### config.mk
export PLATFORM = sky130hd
export DESIGN_NAME = switch_debouncer_flat
export DESIGN_NICKNAME = d
export VERILOG_FILES = /design/src/rtl/switch_debouncer_pkg.sv /design/src/rtl/switch_debouncer_if.sv /design/src/rtl/switch_debouncer_debounce_bit.sv /design/src/rtl/switch_debouncer.sv /design/src/flat_wrapper.sv
export SDC_FILE = /design/constraint.sdc
export NUM_CORES = 1
export LEC_CHECK = 0
export CORE_MARGIN = 1
export CORE_UTILIZATION = 60
export DETAILED_ROUTE_END_ITERATION = 10
export PLACE_DENSITY = 0.88
export RECOVER_POWER = 50
export REMOVE_ABC_BUFFERS = 1
export SYNTH_ARGS = -nofsm -noshare
export SYNTH_HDL_FRONTEND = slang
export SYNTH_SLANG_ARGS = --single-unit
### constraint.sdc
create_clock -name clk -period 2.95 [get_ports clk]
set_input_delay 0.295 -clock clk [delete_from_list [all_inputs] [get_ports clk]]
set_output_delay 0.295 -clock clk [all_outputs]
set_load 0.005 [all_outputs]
### src/rtl/switch_debouncer_pkg.sv
// ============================================================================
// Module   : sw_io_pkg
// Purpose  : Shared constants and helpers for the board-switch conditioning
//            path (synchroniser + per-bit debounce).
// Contents : SW_WIDTH         default number of switch bits
//            DEFAULT_CNT_MAX  default debounce interval in clock cycles
//                             (10 ms at 100 MHz)
//            cnt_width()      width of a counter holding 0..cnt_max
// Revision : 1.0  initial release
// ============================================================================
`default_nettype none

package sw_io_pkg;

    localparam int SW_WIDTH        = 16;
    localparam int DEFAULT_CNT_MAX = 1_000_000;

    // Width needed to represent 0..cnt_max. A nonsensical cnt_max below 1
    // still yields a legal 1-bit counter so elaboration never collapses to
    // a zero-width vector.
    function automatic int cnt_width(input int cnt_max);
        if (cnt_max < 1) begin
            return 1;
        end
        return $clog2(cnt_max + 1);
    endfunction

endpackage : sw_io_pkg

`default_nettype wire

### src/rtl/switch_debouncer_if.sv
// ============================================================================
// Module   : switch_debouncer_if
// Purpose  : Bundles the switch-conditioning signals exchanged between the
//            board-level logic (master) and the debouncer (slave).
// Signals  : sw_raw           raw asynchronous switch pins       (master->slave)
//            evt_clr          write-one-to-clear for sw_event    (master->slave)
//            io_rdata_switch  debounced stable switch word       (slave->master)
//            sw_rise          one-cycle accepted 0->1 pulses     (slave->master)
//            sw_fall          one-cycle accepted 1->0 pulses     (slave->master)
//            sw_changed       OR of all rise/fall pulses         (slave->master)
//            sw_event         sticky per-bit change flags        (slave->master)
// Revision : 1.0  initial release
// ============================================================================
`default_nettype none

interface switch_debouncer_if
    import sw_io_pkg::*;
#(
    parameter int WIDTH = SW_WIDTH
);

    logic [WIDTH-1:0] sw_raw;
    logic [WIDTH-1:0] evt_clr;
    logic [WIDTH-1:0] io_rdata_switch;
    logic [WIDTH-1:0] sw_rise;
    logic [WIDTH-1:0] sw_fall;
    logic             sw_changed;
    logic [WIDTH-1:0] sw_event;

    // Board side: drives the pins and the clear strobe, consumes the results.
    modport master (
        output sw_raw,
        output evt_clr,
        input  io_rdata_switch,
        input  sw_rise,
        input  sw_fall,
        input  sw_changed,
        input  sw_event
    );

    // Debouncer side.
    modport slave (
        input  sw_raw,
        input  evt_clr,
        output io_rdata_switch,
        output sw_rise,
        output sw_fall,
        output sw_changed,
        output sw_event
    );

endinterface : switch_debouncer_if

`default_nettype wire

### src/rtl/switch_debouncer_debounce_bit.sv
// ============================================================================
// Module   : debounce_bit
// Purpose  : Debounces one already-synchronised switch bit. A new level is
//            accepted only after it has differed from the current stable
//            value for CNT_MAX consecutive clock edges; any return to the
//            stable value before then discards the progress.
// Ports    : clk       system clock (posedge)
//            rst_n     asynchronous active-low reset
//            s2_i      synchronised switch bit
//            stable_o  accepted (debounced) level, registered
//            rise_o    one-cycle pulse, registered, on accepted 0->1
//            fall_o    one-cycle pulse, registered, on accepted 1->0
// Params   : CNT_MAX   consecutive differing edges required (>= 1)
// Revision : 1.0  initial release
// ============================================================================
`default_nettype none

module debounce_bit
    import sw_io_pkg::*;
#(
    parameter int CNT_MAX = DEFAULT_CNT_MAX
) (
    input  logic clk,
    input  logic rst_n,
    input  logic s2_i,
    output logic stable_o,
    output logic rise_o,
    output logic fall_o
);

    localparam int             CNT_W    = cnt_width(CNT_MAX);
    localparam logic [CNT_W-1:0] CNT_LAST = CNT_W'(CNT_MAX - 1);
    localparam logic [CNT_W-1:0] CNT_ONE  = CNT_W'(1);

    logic [CNT_W-1:0] cnt_q;
    logic [CNT_W-1:0] cnt_d;
    logic             stable_q;
    logic             stable_d;
    logic             rise_q;
    logic             rise_d;
    logic             fall_q;
    logic             fall_d;

    // The counter only ever advances while the input differs from the stable
    // level and is cleared on acceptance, so it never passes CNT_LAST.
    always_comb begin
        cnt_d    = cnt_q;
        stable_d = stable_q;
        rise_d   = 1'b0;
        fall_d   = 1'b0;

        if (s2_i == stable_q) begin
            cnt_d = '0;
        end else if (cnt_q == CNT_LAST) begin
            // Acceptance: the pulse is registered on the same edge as the
            // new stable level so both appear together.
            stable_d = s2_i;
            cnt_d    = '0;
            rise_d   = s2_i;
            fall_d   = ~s2_i;
        end else begin
            cnt_d = cnt_q + CNT_ONE;
        end
    end

    always_ff @(posedge clk or negedge rst_n) begin
        if (!rst_n) begin
            cnt_q    <= '0;
            stable_q <= 1'b0;
            rise_q   <= 1'b0;
            fall_q   <= 1'b0;
        end else begin
            cnt_q    <= cnt_d;
            stable_q <= stable_d;
            rise_q   <= rise_d;
            fall_q   <= fall_d;
        end
    end

    assign stable_o = stable_q;
    assign rise_o   = rise_q;
    assign fall_o   = fall_q;

endmodule : debounce_bit

`default_nettype wire

### src/rtl/switch_debouncer.sv
// ============================================================================
// Module   : switch_debouncer
// Purpose  : Conditions the raw board switches for the data-memory MMIO
//            read path: two-flop synchroniser, per-bit debounce, one-cycle
//            rise/fall pulses, a combined change flag and optional sticky
//            per-bit event flags.
// Ports    : clk    system clock (posedge)
//            rst_n  asynchronous active-low reset
//            sw     switch_debouncer_if.slave
//                     sw_raw / evt_clr in,
//                     io_rdata_switch / sw_rise / sw_fall / sw_changed /
//                     sw_event out
// Params   : WIDTH    number of switch bits
//            CNT_MAX  debounce interval in clock cycles (>= 1)
// Config   : SW_STICKY_EN  when defined, sw_event holds sticky change flags
//                          cleared by evt_clr (set wins over clear); when
//                          undefined, sw_event is 0 and evt_clr is ignored.
// Revision : 1.0  initial release
// ============================================================================
`default_nettype none

module switch_debouncer
    import sw_io_pkg::*;
#(
    parameter int WIDTH   = SW_WIDTH,
    parameter int CNT_MAX = DEFAULT_CNT_MAX
) (
    input  logic               clk,
    input  logic               rst_n,
    switch_debouncer_if.slave  sw
);

    logic [WIDTH-1:0] sync1_q;
    logic [WIDTH-1:0] sync2_q;
    logic [WIDTH-1:0] stable;
    logic [WIDTH-1:0] rise;
    logic [WIDTH-1:0] fall;

    // Two-flop synchroniser; only the second stage is used downstream.
    always_ff @(posedge clk or negedge rst_n) begin
        if (!rst_n) begin
            sync1_q <= '0;
            sync2_q <= '0;
        end else begin
            sync1_q <= sw.sw_raw;
            sync2_q <= sync1_q;
        end
    end

    for (genvar i = 0; i < WIDTH; i++) begin : g_bit
        debounce_bit #(
            .CNT_MAX (CNT_MAX)
        ) u_debounce_bit (
            .clk      (clk),
            .rst_n    (rst_n),
            .s2_i     (sync2_q[i]),
            .stable_o (stable[i]),
            .rise_o   (rise[i]),
            .fall_o   (fall[i])
        );
    end

    assign sw.io_rdata_switch = stable;
    assign sw.sw_rise         = rise;
    assign sw.sw_fall         = fall;
    // Reduction of already-registered pulses: same cycle as the pulses and
    // no path back to the raw pins.
    assign sw.sw_changed      = |(rise | fall);

`ifdef SW_STICKY_EN
    logic [WIDTH-1:0] event_q;
    logic [WIDTH-1:0] event_d;

    // Clear first, then OR in new pulses so a set in the same cycle wins.
    always_comb begin
        event_d = (event_q & ~sw.evt_clr) | rise | fall;
    end

    always_ff @(posedge clk or negedge rst_n) begin
        if (!rst_n) begin
            event_q <= '0;
        end else begin
            event_q <= event_d;
        end
    end

    assign sw.sw_event = event_q;
`else
    // Port kept for a stable top level; the clear strobe has no effect.
    logic unused_evt_clr;
    assign unused_evt_clr = ^sw.evt_clr;
    assign sw.sw_event    = '0;
`endif

endmodule : switch_debouncer

`default_nettype wire

### src/flat_wrapper.sv
// flat-port wrapper written by rule: the top's interface ports become plain ports
module switch_debouncer_flat import sw_io_pkg::*;
#(
    parameter int WIDTH   = SW_WIDTH,
    parameter int CNT_MAX = DEFAULT_CNT_MAX
)
  (clk, rst_n, sw_sw_raw, sw_evt_clr, sw_io_rdata_switch, sw_sw_rise, sw_sw_fall, sw_sw_changed, sw_sw_event);
  switch_debouncer_if #(.WIDTH(WIDTH)) sw_i ();
  input  logic clk;
  input  logic rst_n;
  input wire logic [$bits(sw_i.sw_raw)-1:0] sw_sw_raw;
  input wire logic [$bits(sw_i.evt_clr)-1:0] sw_evt_clr;
  output wire logic [$bits(sw_i.io_rdata_switch)-1:0] sw_io_rdata_switch;
  output wire logic [$bits(sw_i.sw_rise)-1:0] sw_sw_rise;
  output wire logic [$bits(sw_i.sw_fall)-1:0] sw_sw_fall;
  output wire logic [$bits(sw_i.sw_changed)-1:0] sw_sw_changed;
  output wire logic [$bits(sw_i.sw_event)-1:0] sw_sw_event;
  assign sw_i.sw_raw = sw_sw_raw;
  assign sw_i.evt_clr = sw_evt_clr;
  assign sw_io_rdata_switch = sw_i.io_rdata_switch;
  assign sw_sw_rise = sw_i.sw_rise;
  assign sw_sw_fall = sw_i.sw_fall;
  assign sw_sw_changed = sw_i.sw_changed;
  assign sw_sw_event = sw_i.sw_event;
  switch_debouncer #(.WIDTH(WIDTH), .CNT_MAX(CNT_MAX)) u_core (.clk(clk), .rst_n(rst_n), .sw(sw_i));
endmodule
==> out/results.tsv <==
stage	metric	value	unit
timing	Final Hold Fails	0	
synthesis	post-synthesis cell type count	51	
layout	# nets final	1979	
synthesis	warning count from the yosys run	0	
clock_network	cts bufs inserted	42	
worst_setup_path	crit path kind	register to output port	
clock_network	TritonCTS clock tree	done	
timing	clock skew	0.0115	ns
synthesis	Yosys reg bits	400	
drt	1st-iter DRT viols	1031	
worst_setup_path	Critical Path, Cell by Cell	nor4_1, nand4_1, or2_2, clkdlybuf4s50_1	
grt	largest net degree at the start of global routing	88	
clock_network	clk root buf	clkbuf_16	
synthesis	Synth area leaders	dfrtp_1 (53%), xnor2_1 (5.6%), nor2_1 (4.7%)	
timing	slew margin rel.	-51.8	%
die	Ports	99	
synthesis	XOR/XNOR Fraction of Synth Area	9.70	%
synthesis	sequential share of the synthesized area	52.5	%
drt	DR DRC count	0	
die	Initial Util	61.6	%
worst_setup_path	Crit Path Max Fanout	2	
placed_design	IO buf count	66	
synthesis	instance count of the mapped netlist	1880	
clock_network	clock transition at the registers of the reported paths	0.05	ns
synthesis	mapped cell area	19100	um2
synthesis	Synth Area in Adders	1.05	%
layout	most frequent cells in the layout	dfrtp_1 (400), nor2_1 (241), xnor2_1 (121)	
layout	layout cells sized above 1	7.30	%
grt	first-pass GRT wire length	68300	um
worst_setup_path	CP endpoint kind	output port	
layout	Post-Layout Cell Count	2355	
worst_setup_path	Worst EP required	2.65	ns
timing	Max Fclk	0.346	GHz
status	status	finished with violations	
synthesis	Post-synth top flop	dfrtp_1	
job	number of max-cap violations	1	
layout	Synth-to-Final Area Change	11.7	%
timing	Final Max Tran Viols	86	
hold_path	Hold Path Depth	1	
worst_setup_path	FF-to-FF path depth	4	
layout	Fillers	2170	
clock_network	clock latency on the worst-skew pair	0.54	ns
clock_network	maximum buffer depth of the clock tree	3	
synthesis	Yosys top cell by area	dfrtp_1	
die	die area	32500	um2
worst_setup_path	crit start category	register	
timing	Tmin final	2.89	ns
timing	Least-Margin Pin Slew	2.28	ns
clock_network	H-tree levels	2	
placed_design	Final Wtd Congestion	0.834	
clock_network	setup repair bufs after CTS	0	
synthesis	asr flop ratio synth	100	%
placed_design	Cells after DPL	2280	
layout	final core utilization	68.9	%
worst_setup_path	Worst EP arrival	2.60	ns
die	Core Box Area	30900	um2
grt	antenna violations before repair	0	
layout	commonest non-fill, non-tap cell in the layout	dfrtp_1	
placed_design	Post-DP HPWL	25800	um
drt	final WL	39600	um
drt	vias	14300	
die	Die Y	180	um
timing	RSZ-0062 raised after global routing	false	
timing	final setup vio count	0	
timing	Tcrit/Tclk final	98.0	%
synthesis	Compound-Gate Fraction of Synth Area	6.32	%
drt	DRT Pass-1 Iters	5	
power	PwrDens	537	nW/um2
hold_path	Hold Crit Class	input pin to register	
status	failing checks	capacitance limit, slew limit	
drt	drt via density	6.08	
clock_network	# clock sinks	400	
drt	Avg WL per Cell	16.8	um
drt	Routed Antenna Nets	0	
synthesis	syn_area_per_cell	10.1	um2
die	Site Rows	64	
power	Max VDD drop	0.414	mV
grt	GR Overflow Total	0	
grt	vias in the first global route	14500	
worst_setup_path	Worst path max stage delay	0.64	ns
synthesis	mux cell area share after synthesis	1.07	%
grt	gr usage total	24.9	%
synthesis	Synth Area in Simple Gates	25.0	%
synthesis	largest family of logic cells by synthesized area	simple AND/OR/NAND/NOR gates	
synthesis	EDFF count, synth	0	
layout	Antenna Diode Count	0	
worst_setup_path	Worst path slowest cell	nor4_1	
timing	Setup TNS	0	ns
die	Die W	180	um
synthesis	Yosys top cell area share	52.5	%
power	Leak	0.00865	uW
[cell type report]
class	instances	area [um2]	share of cell area, %
clock buffer	59	1230	5.77
clock inverter	15	203	0.952
inverter	46	173	0.811
multi-input combinational	1344	8280	38.9
sequential	400	10000	47.0
tap	396	495	2.33
timing repair buffer	95	903	4.24
[Yosys cell counts, drive strengths merged (28+ instances only)]
cell type / instances
buf: 77
xnor2: 121
nand3: 119
nor3b: 32
or3: 54
nand2: 90
o21ai: 55
nor2: 241
inv: 46
dfrtp: 400
o31ai: 41
nor4: 55
or4: 53
xor2: 90
nand4: 72
clkbuf: 28
and3: 48
a21oi: 87
nor3: 39
[power breakdown]
part | switching [uW] | total, uW | internal, uW
sequential | 79.8 | 5640 | 5560
combinational | 232 | 338 | 106
clock | 2120 | 5460 | 3340
total | 2440 | 11400 | 9000
[routing by layer]
metal,wire length [um],GRT usage [%],vias up
met5,0,0,-
met4,1470,9.81,0
met3,1810,3.78,100
met2,19600,42.6,391
met1,16700,31.9,7135
li1,-,-,6699
[flip-flops by register name, summed over array words and instances (netlist names)]
| name | count |
|---|---|
| u_core.sync1_q | 16 |
| u_core.g_bit.u_debounce_bit.stable_o | 16 |
| u_core.sync2_q | 16 |
| u_core.g_bit.u_debounce_bit.rise_o | 16 |
| u_core.g_bit.u_debounce_bit.cnt_q | 320 |
| u_core.g_bit.u_debounce_bit.fall_o | 16 |
[path summary, 6_finish.rpt]
kind                                                          from                                       end  slack [ns]
min in group asynchronous                                    rst_n  u_core.g_bit[0].u_debounce_bit.cnt_q[18]        0.95
max                          u_core.g_bit[4].u_debounce_bit.fall_o                             sw_sw_changed        0.06
min                                                   sw_sw_raw[5]                         u_core.sync1_q[5]        0.31
max reg2reg                u_core.g_bit[7].u_debounce_bit.cnt_q[8]     u_core.g_bit[7].u_debounce_bit.fall_o        0.35
min reg2reg                                     u_core.sync1_q[13]                        u_core.sync2_q[13]        0.35
max in group asynchronous                                    rst_n   u_core.g_bit[4].u_debounce_bit.cnt_q[0]        0.51
[timing repair]
action | 4_1_cts | 5_1_grt
hold buffers | 1 | 0
endpoints found under the setup margin | 0 | 1
endpoints found under the hold margin | 78 | 0
resized for setup | 0 | 1
[logic make-up (layout without fill, tap and decap cells)]
logic type | count (synthesis) | in the layout
mux | 18 | 18
simple gates | 885 | 885
xor+xnor | 211 | 211
other cells | 1 | 16
buf+inv | 151 | 215
flops | 400 | 400
fa+ha+maj | 16 | 16
compound gates | 198 | 198
[critical path, delay by kind of cell (launching register included)]
| kind | cells | cell delay, ns |
|---|---|---|
| buffers and inverters | 1 | 0.46 |
| DFF | 1 | 0.38 |
| and+or+nand+nor | 3 | 1.23 |
[stage by stage]
stage          total power (uW)  hold WS [ns]  worst slack [ns]  cell area, um2
6_report                  11400         0.314            0.0597           21300
5_1_grt                   11800         0.307            0.0269           21300
2_1_floorplan              5860     -0.000591             0.826           18500
4_1_cts                   11600         0.183            0.0619           21300
3_3_place_gp               6070         0.332             0.590           19900
3_5_place_dp               6090         0.335             0.528           19900
No activity file was read; power rests on OpenSTA's default activity.
==> variant: new RTL, same flow settings <==
Change the package constant `DEFAULT_CNT_MAX` from 1_000_000 to 500_000.
--- a/src/rtl/switch_debouncer_pkg.sv
+++ b/src/rtl/switch_debouncer_pkg.sv
@@ -15,3 +15,3 @@
     localparam int SW_WIDTH        = 16;
-    localparam int DEFAULT_CNT_MAX = 1_000_000;
+    localparam int DEFAULT_CNT_MAX = 500_000;
 
Formal check against the unedited RTL: no difference found for any inputs over 4 cycles, from zero or initial values and one cycle with rst_n low; that may be too few to reach the edited logic, so the function may still have changed.
==> variant against the original RTL <==
- the run still ends with max-capacitance violations, max-slew violations left
- synthesized area down 4.1%
- clock power down 4.4%
- total power down 4.0%
- sequential cell count down 16
- final area down 3.9%
- critical path depth unchanged
- wire length down 5.4%
- setup slack better by 0.093 ns
- largest cell class unchanged
- largest power group unchanged
==> variant: results (changes against the original RTL) <==
| Metric | Value |
|---|---|
| Flop2flop setup slack | `0.58 ns (+0.23 ns)` |
| TritonCTS Buffers | `40 (-4.8%)` |
| Post-CTS Resized | `0 (unchanged)` |
| Leak Pwr | `0.00827 µW (-4.3%)` |
| Fin nets | `1,887 (-4.6%)` |
| Setup violators final | `0 (unchanged)` |
| Root Driver | `clkbuf_16` |
| Violated checks | `max-capacitance violations, max-slew violations` |
| Yosys warning total | `0 (unchanged)` |
| Final wirelength | `37,400 µm (-5.4%)` |
| Gr usage total | `24.7% (-0.15 points)` |
| Initial antenna violation count | `1 (+1)` |
| Port Buffers | `66 (unchanged)` |
| Largest net degree at the start of global routing | `89 (+1.1%)` |
| Cells after DPL | `2,184 (-4.2%)` |
| Outcome | `finished with violations` |
| Worst r2r dst | `u_core.g_bit[9].u_debounce_bit.cnt_q[18]$_DFF_PN0_` |
| CTS clk-pin slew, worst paths | `0.06 ns` |
| Via count | `13,500 (-5.5%)` |
| Vias per cell | `5.99 (-1.5%)` |
| First DRT Iteration DRCs | `1,070 (+3.8%)` |
| Clock skew | `0.0123 ns (+0.000786 ns)` |
| Sw Pwr | `2390 µW (-1.8%)` |
| Hold Path Sink | `u_core.sync1_q[5]$_DFF_PN0_` |
| CTS Buffer Depth | `3 (unchanged)` |
| Max IR drop VDD | `0.543 mV (+31%)` |
| # Max-Cap Violations | `1 (unchanged)` |
| Origin of the worst setup path | `u_core.g_bit[12].u_debounce_bit.fall_o$_DFF_PN0_` |
| Slew Limit Fails | `85 (-1.2%)` |
| Gpl congestion | `0.883 (+5.9%)` |
| Syn Inst Count | `1,791 (-4.7%)` |
| Synth cell types | `46 (-9.8%)` |
| Share of cells above drive strength 1 | `7.45% (+0.15 points)` |
| Synth area leaders | `dfrtp_1 (53%), xnor2_1 (5.8%), nor2_1 (4.3%), xor2_1 (3.9%), nand4_1 (2.8%)` |
| Slew @ Worst Pin | `2.30 ns (+0.0264 ns)` |
| Pre-CTS setup slack | `0.625 ns (+0.0974 ns)` |
| HPWL after DPL | `25,000 µm (-2.8%)` |
| Commonest cells in the netlist | `dfrtp_1 (384), nor2_1 (211), xnor2_1 (122)` |
| First-pass GRT wire length | `63,800 µm (-6.6%)` |
| Worst hold slack | `0.321 ns (+0.00735 ns)` |
| Sequential-to-total area share from yosys stat | `52.6% (about the same)` |
| Vias in the first global route | `13,500 (-7.0%)` |
| Top_reg_cell synth | `dfrtp_1` |
| Max reg flops | `304 (-5.0%)` |
| Reg2Reg Launch Point | `u_core.g_bit[9].u_debounce_bit.cnt_q[14]$_DFF_PN0_` |
| Min Clock Period, post-route | `2.80 ns (-0.0929 ns)` |
| CP arrival | `2.50 ns (-0.10 ns)` |
[variant: changes by cell type after synthesis, moves of 7 or more]
cell,delta
buf_2,-7
nor4_1,-14
nand2_1,+11
or3_1,+9
inv_1,-15
xor2_1,-8
nand3_1,-19
dfrtp_1,-16
nand4_1,+9
and3_1,-10
nand4b_1,-8
nor2_1,-30
[variant: layout make-up]
cell class	count	area [µm²]
Inverter	31	116
Sequential cell	384	9610
Clock inverter	22	273
Timing Repair Buffer	90	888
Clock buffer	50	1110
Antenna cell	1	2.50
Multi-Input combinational cell	1290	7980
Tap cell	390	488
Fill cell	2071	9330
[variant: stage by stage]
stage                     total power, µW  instance area, µm²  util (%)
after floorplan                      5640               17700         -
after global placement               5840               19100      64.0
after detailed placement             5860               19100      64.0
after CTS                           11100               20500      68.7
after global routing                11300               20500      68.7
final                               11000               20500      68.7
[variant: cell families after synthesis]
kind of cell | after synthesis | synth area share, %
simple gates | 854 | 25.6
mux | 16 | 1.05
xor+xnor | 204 | 9.77
buf+inv | 132 | 4.11
flops | 384 | 52.6
other cells | 1 | 0.0205
fa+ha+maj | 16 | 1.10
compound gates | 184 | 5.75
[variant: power by group through the flow]
stage	Clock, µW	Combinational, µW	Sequential (µW)
6_report	5220	338	5420
3_5_place_dp	0	347	5520
4_1_cts	5320	352	5420
3_3_place_gp	0	330	5510
2_1_floorplan	0	142	5500
5_1_grt	5520	388	5430
[variant: routing by layer]
| metal | wire length, µm | GRT usage (%) | vias up |
|---|---|---|---|
| met5 | 0 | 0 | - |
| li1 | - | - | 6408 |
| met4 | 1050 | 8.44 | 0 |
| met1 | 16300 | 33.0 | 6715 |
| met3 | 1670 | 4.13 | 74 |
| met2 | 18400 | 41.1 | 333 |
